<file path="src/rtl/ltl_report_collector.sv">
// ltl_report_collector
// Collects report vectors from an LTL monitor automaton, pairs each one with
// the symbol that produced it and a timestamp, and queues the entries for the
// monitor host. The automaton cannot be stalled: when the queue is full, new
// entries are dropped and counted.
//
// Optional feature (macro LTL_REPORT_DEDUP_EN): suppresses a capture whose
// report vector equals the previous active run cycle's vector.
//
// Ports:
//   clk_i, rst_ni          clock, async active-low reset
//   start_i/stop_i         trace control (start restarts the trace, start wins)
//   clear_i                flush the queue and clear the drop accounting
//   run_i, symbol_i        symbol-consumed strobe and the symbol itself
//   report_i               automaton report lines (lag the symbol by one run)
//   entry_*                head of queue, valid/ready handshake
//   overflow_o             sticky drop flag
//   drop_count_o           saturating dropped-entry count
//   irq_o                  entry_valid_o | overflow_o
module ltl_report_collector #(
   parameter int unsigned NUM_REPORTS = 4,
   parameter int unsigned FIFO_DEPTH  = 8,
   parameter int unsigned TS_WIDTH    = 32,
   parameter int unsigned DROP_WIDTH  = 16
) (
   input  logic                   clk_i,
   input  logic                   rst_ni,
   input  logic                   start_i,
   input  logic                   stop_i,
   input  logic                   clear_i,
   input  logic                   run_i,
   input  logic [7:0]             symbol_i,
   input  logic [NUM_REPORTS-1:0] report_i,
   output logic                   entry_valid_o,
   input  logic                   entry_ready_i,
   output logic [NUM_REPORTS-1:0] entry_report_o,
   output logic [7:0]             entry_symbol_o,
   output logic [TS_WIDTH-1:0]    entry_ts_o,
   output logic                   overflow_o,
   output logic [DROP_WIDTH-1:0]  drop_count_o,
   output logic                   irq_o
);

   localparam int unsigned PTR_W = (FIFO_DEPTH > 1) ? $clog2(FIFO_DEPTH) : 1;
   localparam int unsigned CNT_W = PTR_W + 1;

   typedef struct packed {
      logic [NUM_REPORTS-1:0] report;
      logic [7:0]             symbol;
      logic [TS_WIDTH-1:0]    ts;
   } entry_t;

   typedef enum logic [0:0] {
      ST_IDLE   = 1'b0,
      ST_ACTIVE = 1'b1
   } state_t;

   state_t state_q, state_d;
   logic   run_en;

   logic                sym_valid_q;
   logic [7:0]          sym_q;
   logic [TS_WIDTH-1:0] ts_q;
   logic [TS_WIDTH-1:0] ts_cnt_q;
   logic                dup_hit;

   entry_t             mem_q [FIFO_DEPTH];
   entry_t             head_q;
   entry_t             head_d;
   entry_t             push_entry;
   logic [PTR_W-1:0]   wr_ptr_q, rd_ptr_q, rd_ptr_d;
   logic [CNT_W-1:0]   count_q, count_pop, count_d;
   logic               full, pop, push_req, push_acc, drop;

   // State register
   always_ff @(posedge clk_i or negedge rst_ni) begin
      if (!rst_ni) state_q <= ST_IDLE;
      else         state_q <= state_d;
   end

   // Next state; a start cycle only restarts the pipeline and consumes no symbol
   always_comb begin
      state_d = state_q;
      run_en  = 1'b0;
      case (state_q)
         ST_IDLE: begin
            if (start_i) state_d = ST_ACTIVE;
         end
         ST_ACTIVE: begin
            run_en = run_i & ~start_i;
            if (!start_i && stop_i) state_d = ST_IDLE;
         end
         default: state_d = ST_IDLE;
      endcase
   end

   // Symbol/timestamp pipeline: reports arrive one run cycle after their symbol
   always_ff @(posedge clk_i or negedge rst_ni) begin
      if (!rst_ni) begin
         sym_valid_q <= 1'b0;
         sym_q       <= '0;
         ts_q        <= '0;
         ts_cnt_q    <= '0;
      end else if (start_i) begin
         sym_valid_q <= 1'b0;
         ts_cnt_q    <= '0;
      end else if (run_en) begin
         sym_valid_q <= 1'b1;
         sym_q       <= symbol_i;
         ts_q        <= ts_cnt_q;
         ts_cnt_q    <= ts_cnt_q + TS_WIDTH'(1);
      end
   end

`ifdef LTL_REPORT_DEDUP_EN
   logic [NUM_REPORTS-1:0] prev_report_q;

   // Report vector of the previous active run cycle
   always_ff @(posedge clk_i or negedge rst_ni) begin
      if (!rst_ni)      prev_report_q <= '0;
      else if (start_i) prev_report_q <= '0;
      else if (run_en)  prev_report_q <= report_i;
   end

   assign dup_hit = (report_i == prev_report_q);
`else
   assign dup_hit = 1'b0;
`endif

   // Push/pop qualification; clear overrides both
   assign full     = (count_q == CNT_W'(FIFO_DEPTH));
   assign pop      = entry_valid_o & entry_ready_i & ~clear_i;
   assign push_req = run_en & (|report_i) & sym_valid_q & ~dup_hit & ~clear_i;
   assign push_acc = push_req & (~full | pop);
   assign drop     = push_req & full & ~pop;

   assign push_entry = '{report: report_i, symbol: sym_q, ts: ts_q};

   // Next head: taken straight from the push when nothing older remains
   always_comb begin
      count_pop = count_q - CNT_W'(pop);
      count_d   = count_pop + CNT_W'(push_acc);
      rd_ptr_d  = rd_ptr_q + PTR_W'(pop);
      head_d    = mem_q[rd_ptr_d];
      if (push_acc && (count_pop == '0)) head_d = push_entry;
   end

   // Storage array, no reset needed: only read behind a nonzero count
   always_ff @(posedge clk_i) begin
      if (push_acc) mem_q[wr_ptr_q] <= push_entry;
   end

   // Queue control, registered head and drop accounting
   always_ff @(posedge clk_i or negedge rst_ni) begin
      if (!rst_ni) begin
         count_q       <= '0;
         wr_ptr_q      <= '0;
         rd_ptr_q      <= '0;
         entry_valid_o <= 1'b0;
         head_q        <= '0;
         overflow_o    <= 1'b0;
         drop_count_o  <= '0;
      end else if (clear_i) begin
         count_q       <= '0;
         wr_ptr_q      <= '0;
         rd_ptr_q      <= '0;
         entry_valid_o <= 1'b0;
         overflow_o    <= 1'b0;
         drop_count_o  <= '0;
      end else begin
         count_q       <= count_d;
         rd_ptr_q      <= rd_ptr_d;
         wr_ptr_q      <= wr_ptr_q + PTR_W'(push_acc);
         entry_valid_o <= (count_d != '0);
         if (count_d != '0) head_q <= head_d;
         if (drop) begin
            overflow_o <= 1'b1;
            if (drop_count_o != '1) drop_count_o <= drop_count_o + DROP_WIDTH'(1);
         end
      end
   end

   assign entry_report_o = head_q.report;
   assign entry_symbol_o = head_q.symbol;
   assign entry_ts_o     = head_q.ts;
   assign irq_o          = entry_valid_o | overflow_o;

endmodule

</file>
<file path="config.mk">
export PLATFORM = sky130hd
export DESIGN_NAME = ltl_report_collector
export DESIGN_NICKNAME = d
export VERILOG_FILES = /design/src/rtl/ltl_report_collector.sv
export SDC_FILE = /design/constraint.sdc
export NUM_CORES = 1
export LEC_CHECK = 0
export ABC_AREA = 1
export BUFFER_PORTS_ARGS = -buffer_cell sky130_fd_sc_hd__buf_2
export CAP_MARGIN = 20
export CORE_ASPECT_RATIO = 0.6
export CORE_MARGIN = 1.5
export CORE_UTILIZATION = 62
export CTS_CLUSTER_DIAMETER = 60
export DETAILED_ROUTE_END_ITERATION = 6
export HOLD_SLACK_MARGIN = 0.03
export PLACE_DENSITY = 0.89
export SETUP_SLACK_MARGIN = 0.4
export SYNTH_ARGS = -nofsm -noshare
export SYNTH_HDL_FRONTEND = slang
export SYNTH_SLANG_ARGS = --single-unit
export TNS_END_PERCENT = 5
</file>
<file path="constraint.sdc">
create_clock -name clk_i -period 5.18 [get_ports clk_i]
set_input_delay 0.518 -clock clk_i [delete_from_list [all_inputs] [get_ports clk_i]]
set_output_delay 0.518 -clock clk_i [all_outputs]
set_load 0.05 [all_outputs]
</file>
==> reports/qor.yml, run 1 <==
status: "completed"
die_w_um: 251.3
setup_ws_ps: 1632
worst_skew_pair.late_latency_ps: 560
htreeDepth: 2
crit_path_frequent_cell: "nand2_1"
cp.arrival_ps: 3990
clk_pin_slew_ps: 70
netlist_instances: 2548
ys_ff_latch: 498
place_ws_ps: 1360
drcViolationCount: 0
ys_types: 37
finClkSkew_ps: 10.05
synthToLayoutAreaGrowth_pct: 9.490
r2r_slack_ps: 1630
grt_pass1_vias: 17650
reg2reg_depth: 13
crit_end: "entry_ts_o[27]"
crit_path_end_kind: "flop"
cp-start-kind: "flop"
root_buffer: "clkbuf_16"
rows: 54
comb_power_share_pct: 21.7
fill_cells: 2562
finalSetupViolCount: 0
p_seq_share_pct: 46.0
clockBufferDepth: 3
finalSetupTns_ps: 0
tightestPinTransition_ps: 1225
r2r-start: "entry_valid_o"
syn-num-nets: 2577
wl_um: 59900
p_leak_nw: 11.80
critPathKind: "flop to flop"
rsz0062_at_grt: "false"
antenna_found_initial: 0
maxCapViolCount: 0
routed-wl-met3_um: 8040
cts_sinks: 498
cp-startpoint: "entry_valid_o"
holdCritPathClass: "input pin to flop"
period_needed_ps: 3548
cts_tree: "done"
die_y_um: 152.0
dr_wl_met2_um: 27200
syn-cell-area_um2: 22930
slew_headroom_pct: 18.19
overflow: 0
initial_core_util_pct: 63.08
ys_seq_area_share_pct: 62.04
post_drt_wl_per_cell_um: 19.29
first_pass_iters: 6
clock_power_share_pct: 32.4
die_area_um2: 38180
dpl.hpwl_um: 34660
fin_nets: 2625
drive_gt1_share_pct: 8.064
portBuffers: 81
vias: 17770
drv_slew: 0
max_freq_ghz: 0.2819
place.gp.congestion: 0.9182
post_cts_buffers: 0
finalHoldViolations: 0
drtIter0Drc: 2436
period_share_pct: 68.49
io_pins: 82
netSwitchingFraction_pct: 32.81
highest_layer: "met4"
core_area_um2: 36350
power.density_nw_per_um2: 403.7
wl_met1_um: 22880
cts_made_buffers: 44
ys_warn_count: 0
viasPerCell: 5.722
ir_drop_uv: 249.7
switchingPower_mw: 3.325
grt_max_degree: 95
worst_path_max_delay_cell: "buf_4"
r2r_end: "entry_ts_o[27]"
path_cells: "nand2_1, nor2_1, nor2_2, nor2_8, ha_1, ha_1, inv_1, a21oi_1, nor2_4, buf_4, nand2_4, nand2_1, nand2_1"
cp.required_ps: 5620
internal_power_mw: 6.809
critical-path-max-stage-delay_ps: 490
synth.avg_cell_area_um2: 8.999
worstPathMaxFanout: 45
ant_nets: 0
n_antenna_cell: 0
grt_use_total_pct: 31.58
grt_pass1_wl_um: 93810
-- worst max-delay path, delay by kind of cell (launching register included) --
kind                       cells  cell delay (ps)
and+or+nand+nor                8             1750
buffers and inverters          2              580
adders and majority gates      2              480
DFF                            1              460
AOI/OAI and AO/OA              1              110
-- cell usage in the layout, fill, tap and decap left out, types with 3 or more instances in the layout --
cell type / count
nand3_1: 306
nor3_2: 5
edfxtp_1: 352
bufinv_16: 4
nor2_1: 95
nand4_1: 13
ha_1: 8
nor3_1: 13
xnor2_1: 3
clkinv_1: 7
nor2_2: 9
dfrtp_1: 146
clkinv_2: 7
o21ai_0: 35
buf_2: 80
xor2_1: 10
nand2_1: 965
clkbuf_1: 13
a21oi_1: 11
inv_2: 6
and2_1: 3
o21ai_1: 9
nand3b_1: 3
clkbuf_16: 45
nand2_4: 4
buf_4: 29
inv_1: 418
nor2_4: 6
-- worst min path at each step --
stage          startpoint               to  cells after the start
5_1_grt            stop_i          state_q                      2
6_report           stop_i          state_q                      2
3_5_place_dp       rst_ni  drop_count_o[1]                      1
2_1_floorplan      rst_ni       count_q[0]                      0
3_3_place_gp       rst_ni  drop_count_o[1]                      1
4_1_cts            stop_i          state_q                      2
-- metal layers --
| layer | vias up | track usage, % |
|---|---|---|
| met5 | - | 0 |
| met2 | 1214 | 48.50 |
| met4 | 0 | 11.22 |
| met3 | 170 | 7.178 |
| met1 | 8313 | 44.76 |
| li1 | 8069 | - |
-- cell type report --
class	count	area, µm²	share of cell area [%]
Clock buffer	59	1189	4.735
Timing Repair Buffer	112	659.4	2.627
Multi-Input combinational cell	1514	6629	26.41
Sequential cell	498	14220	56.66
Tap cell	476	595.6	2.372
Clock inverter	20	206.4	0.8224
Inverter	426	1602	6.380
-- cells by family after synthesis --
family          synth area share [%]
simple gates                   26.05
buf+inv                        9.430
flops                          62.04
compound gates                 1.370
xor+xnor                      0.5676
fa+ha+maj                     0.5457
-- registers in the layout, indices dropped and copies added, names as in the netlist, 3 cells and up --
signal / cells
count_q: 4
drop_count_o: 16
entry_report_o: 4
entry_symbol_o: 8
entry_ts_o: 32
mem_q: 352
rd_ptr_q: 3
sym_q: 8
ts_cnt_q: 32
ts_q: 32
wr_ptr_q: 3
-- Yosys cell counts --
library cell  number  area [µm²]
nand2_4            4       45.04
clkbuf_1          31       116.4
nor2_8             2       40.04
edfxtp_1         352       10570
ha_1              10       125.1
nand3_1          306        1531
and3_1             1       6.260
nor3b_2            1       12.51
nand2_1          965        3622
nor3_1            17       85.08
o21ai_1            9       45.04
a21oi_1           11       55.05
nor3_2             1       10.01
nor2_2             9       56.30
a22oi_1            2       15.01
xnor2_1            3       26.28
nand2_2            1       6.260
nand3b_1           3       22.52
o2bb2ai_1          1       8.760
o21ai_0           35       175.2
buf_2             66       330.3
and2_1             3       18.77
inv_1            419        1573
inv_2              6       22.52
nand4_1           13       81.33
buf_4              6       45.04
clkinv_1           1       3.750
or2_2              1       6.260
nand3_4            2       35.03
nor2_1            99       371.6
xor2_1            10       87.58
o21bai_1           2       15.01
xnor2_2            1       16.27
nor2_4             2       22.52
buf_8              4       60.06
buf_1              3       11.26
dfrtp_1          146        3654
-- stage by stage --
stage / total power [mW] / area [µm²] / std cells / hold slack (ps) / utilization, %
after floorplan: 6.303 / 22930 / 2548 / 222.4 / -
after global placement: 6.812 / 23700 / 3025 / 428.5 / 65.20
after detailed placement: 6.890 / 23700 / 3025 / 440.8 / 65.20
after CTS: 10.13 / 25100 / 3105 / 142.1 / 69.06
after global routing: 10.49 / 25100 / 3105 / 170.1 / 69.06
final: 10.13 / 25100 / 3105 / 148.8 / 69.06
-- power groups by stage --
stage          registers [mW]  clock network (mW)  logic, mW
2_1_floorplan            5.29                   0       1.02
3_3_place_gp             4.72                   0       2.09
3_5_place_dp             4.73                   0       2.16
4_1_cts                  4.65                3.29       2.18
5_1_grt                  4.68                3.46       2.36
6_report                 4.66                3.28       2.19
-- what timing repair did --
item	4_1_cts	5_1_grt
hold buffers	1	0
gates resized for setup	0	0
setup endpoints to repair	0	0
hold endpoints to repair	34	0
(Power assumes the default switching activity.)
==> run 2: changes to the inputs <==
--- a/config.mk
+++ b/config.mk
@@ -5,16 +5,16 @@
 export SDC_FILE = /design/constraint.sdc
 export NUM_CORES = 1
 export LEC_CHECK = 0
-export ABC_AREA = 1
+export ABC_AREA = 0
 export BUFFER_PORTS_ARGS = -buffer_cell sky130_fd_sc_hd__buf_2
 export CAP_MARGIN = 20
 export CORE_ASPECT_RATIO = 0.6
 export CORE_MARGIN = 1.5
-export CORE_UTILIZATION = 62
+export CORE_UTILIZATION = 61
 export CTS_CLUSTER_DIAMETER = 60
 export DETAILED_ROUTE_END_ITERATION = 6
 export HOLD_SLACK_MARGIN = 0.03
-export PLACE_DENSITY = 0.89
+export PLACE_DENSITY = 0.88
 export SETUP_SLACK_MARGIN = 0.4
 export SYNTH_ARGS = -nofsm -noshare
 export SYNTH_HDL_FRONTEND = slang
==> constraint.sdc (replaced) <==
create_clock -name clk_i -period 3.4 [get_ports clk_i]
set_input_delay 0.34 -clock clk_i [delete_from_list [all_inputs] [get_ports clk_i]]
set_output_delay 0.34 -clock clk_i [all_outputs]
set_load 0.05 [all_outputs]
==> run 2 against run 1 <==
  * Via count shrank 29%
  * Die area is 9.0% lower
  * Setup slack worse by 1200 ps
  * Count of clock-buffer cells in the layout unchanged
  * Worst hold slack worse by 81 ps
  * Total power rose by 48%
  * Largest power group unchanged
  * Sequential power increased by 53%
==> reports/qor.yml, run 2 <==
status: "completed"
core_area_um2: 32740  # -9.9%
ys_types: 55  # +49%
drtIter0Drc: 1503  # -38%
ys_ff_latch: 498  # unchanged
synth_area_leaders: "edfxtp_1 (52%), dfrtp_1 (18%), mux2i_1 (8.6%), a22oi_1 (3.2%), a2bb2oi_2 (2.9%)"
whs_endpoint: "state_q"
place.gp.congestion: 0.8363  # -8.9%
yosysTopAreaCell: "edfxtp_1"
crit_path_frequent_cell: "ha_1"
cp.required_ps: 3870  # -1750 ps
rows: 51  # -5.6%
power.density_nw_per_um2: 643.9  # +60%
comb_power_share_pct: 18.4  # -3.3 points
fin_nets: 1411  # -46%
finalSetupTns_ps: 0  # unchanged
cts_sinks: 498  # unchanged
worst_path_max_delay_cell: "dfrtp_2"
cp.arrival_ps: 3430  # -560 ps
die_w_um: 239.7  # -4.6%
ys.flop_type: "edfxtp_1"
grt_max_degree: 110  # +16%
synth_edf_count: 352  # unchanged
vias: 12560  # -29%
syn-cell-area_um2: 20500  # -11%
cts_made_buffers: 43  # -2.3%
mostFrequentLayoutCell: "edfxtp_1"
synth_compound_area_share_pct: 9.746  # +8.4 points
slew_headroom_pct: 41.07  # +23 points
wl_um: 50690  # -15%
tightestPinTransition_ps: 884.0  # -341.4 ps
critical-path-max-stage-delay_ps: 430  # -60 ps
regMostFlops: "mem_q"
layout_common_cells: "edfxtp_1 (352), mux2i_1 (177), dfrtp_1 (145)"
yosysTopAreaCellShare_pct: 51.56  # +5.5 points
die_y_um: 145.0  # -4.6%
synthAdderAreaFrac_pct: 0.6103  # +0.065 points
worstHoldStart: "stop_i"
finalHoldViolations: 0  # unchanged
synth_top_family_by_area: "multiplexers"
p_leak_nw: 9.829  # -17%
rsz0062_at_grt: "true"
yosys.area_share.simple_pct: 5.669  # -20 points
switchingPower_mw: 4.356  # +31%
finalSetupViolCount: 0  # unchanged
ir_drop_uv: 355.4  # +42%
grt_pass1_wl_um: 77220  # -18%
period_needed_ps: 2955  # -592.3 ps
clock_power_share_pct: 34.1  # +1.7 points
r2r_end: "entry_ts_o[20]"
synth_mux_area_share_pct: 10.78  # +11 points
io_pins: 82  # unchanged
holdCritPathClass: "input pin to flop"
drive_gt1_share_pct: 21.89  # +14 points
htreeDepth: 2  # unchanged
netlist_instances: 1284  # -50%
worst_skew_pair.late_latency_ps: 570  # about the same
initial_core_util_pct: 62.63  # -0.45 points
overflow: 0  # unchanged
max_freq_ghz: 0.3384  # +20%
synth.top_cells.by_count: "edfxtp_1 (352), mux2i_1 (177), dfrtp_1 (146)"
finClkSkew_ps: 19.71  # +9.655 ps
first_pass_iters: 7  # +1
viasPerCell: 6.732  # +18%
ys_warn_count: 0  # unchanged
grt_pass1_vias: 12760  # -28%
ant_nets: 0  # unchanged
root_buffer: "clkbuf_16"
reg2reg_depth: 11  # -2
clk_pin_slew_ps: 60  # about the same
ys_seq_area_share_pct: 69.38  # +7.3 points
cp-start-kind: "flop"
largest_register_ffs: 352  # unchanged
n_antenna_cell: 0  # unchanged
maxCapViolCount: 0  # unchanged
yosys.area_share.xor_xnor_pct: 1.562  # +0.99 points
synthToLayoutAreaGrowth_pct: 13.82
drv_slew: 0  # unchanged
hold_depth: 3  # +1
post_drt_wl_per_cell_um: 27.17  # +41%
netSwitchingFraction_pct: 28.99  # -3.8 points
synth_most_common_cell: "edfxtp_1"
p_seq_share_pct: 47.5  # +1.5 points
p_total_mw: 15.03  # +48%
drcViolationCount: 0  # unchanged
antenna_found_initial: 0  # unchanged
internal_power_mw: 10.67  # +57%
grt_use_total_pct: 29.70  # -1.9 points
path_cells: "nand3b_1, inv_1, ha_1, inv_1, ha_1, ha_1, xnor2_1, nor3b_4, buf_4, a221oi_1, a2bb2oi_2"
die_area_um2: 34750  # -9.0%
r2r-start: "entry_valid_o"
cts_tree: "done"
clockBufferDepth: 3  # unchanged
crit_path_end_kind: "flop"
synthArstFlopShare_pct: 29.32  # unchanged
portBuffers: 81  # unchanged
r2r_slack_ps: 440  # -1190 ps
synth.avg_cell_area_um2: 15.97  # +77%
syn-num-nets: 1313  # -49%
period_share_pct: 86.92  # +18 points
critPathKind: "flop to flop"
worstPathMaxFanout: 22  # -51%
dpl.hpwl_um: 27590  # -20%
run 2: metrics by stage:
step           setup slack (ps)  utilization (%)  std cells  hold WS (ps)  cell area [µm²]
2_1_floorplan             337.2                -       1284         44.41            20540
3_3_place_gp              341.8            66.30       1774         279.3            21700
5_1_grt                   310.2            71.28       1866         94.79            23330
6_report                  444.7            71.28       1866         67.38            23330
3_5_place_dp              247.0            66.30       1774         284.8            21700
4_1_cts                   370.3            71.26       1866         53.73            23330
run 2: worst max-delay path, delay by kind of cell, from the launching register on:
family	cells	cell delay, ps
compound gates	2	380
simple gates	2	560
fa+ha+maj	3	690
flops	1	430
xor+xnor	1	240
buf+inv	3	560
run 2: area by class of cell:
class | count | area, µm²
Timing Repair Buffer | 132 | 1065
Clock inverter | 20 | 240.2
Fill cell | 1922 | 9400
Tap cell | 450 | 563.0
Sequential cell | 498 | 14220
Inverter | 10 | 37.54
Multi-Input combinational cell | 697 | 5977
Clock buffer | 59 | 1227
run 2: power by group through the flow:
stage	logic, mW	registers (mW)	clock network, mW
6_report	2.77	7.13	5.12
5_1_grt	2.87	7.15	5.36
4_1_cts	2.76	7.12	5.14
3_5_place_dp	2.70	7.24	0
3_3_place_gp	2.61	7.23	0
2_1_floorplan	1.11	8.02	0
run 2: worst max path at each step:
stage	from	end	slack [ps]	cells past startpoint
2_1_floorplan	entry_valid_o	mem_q[4][0]	340	4
3_3_place_gp	clear_i	entry_ts_o[24]	340	11
3_5_place_dp	report_i[0]	entry_ts_o[31]	250	10
4_1_cts	entry_valid_o	entry_ts_o[11]	370	9
5_1_grt	entry_valid_o	entry_ts_o[20]	310	11
6_report	entry_valid_o	entry_ts_o[20]	440	11
run 2: logic make-up (layout without fill, tap and decap cells):
logic type,after synthesis,count (layout)
flops,498,498
xor+xnor,34,35
compound gates,220,220
fa+ha+maj,10,10
buf+inv,90,221
mux,216,216
simple gates,216,216
run 2: routing by layer:
layer	track usage, %	vias to the layer above	wire length, µm
li1	-	5241	-
met1	41.53	6403	19560
met2	46.10	796	24110
met3	7.192	121	5705
met4	10.06	0	1314
met5	0	-	0
run 2: what timing repair did:
action | 4_1_cts | 5_1_grt
hold buffers | 8 | 0
gates cloned | 1 | 0
hold endpoints to repair | 44 | 0
resized for setup | 2 | 2
buffers inserted | 4 | 0
pin swaps | 1 | 0
setup endpoints to repair | 44 | 44
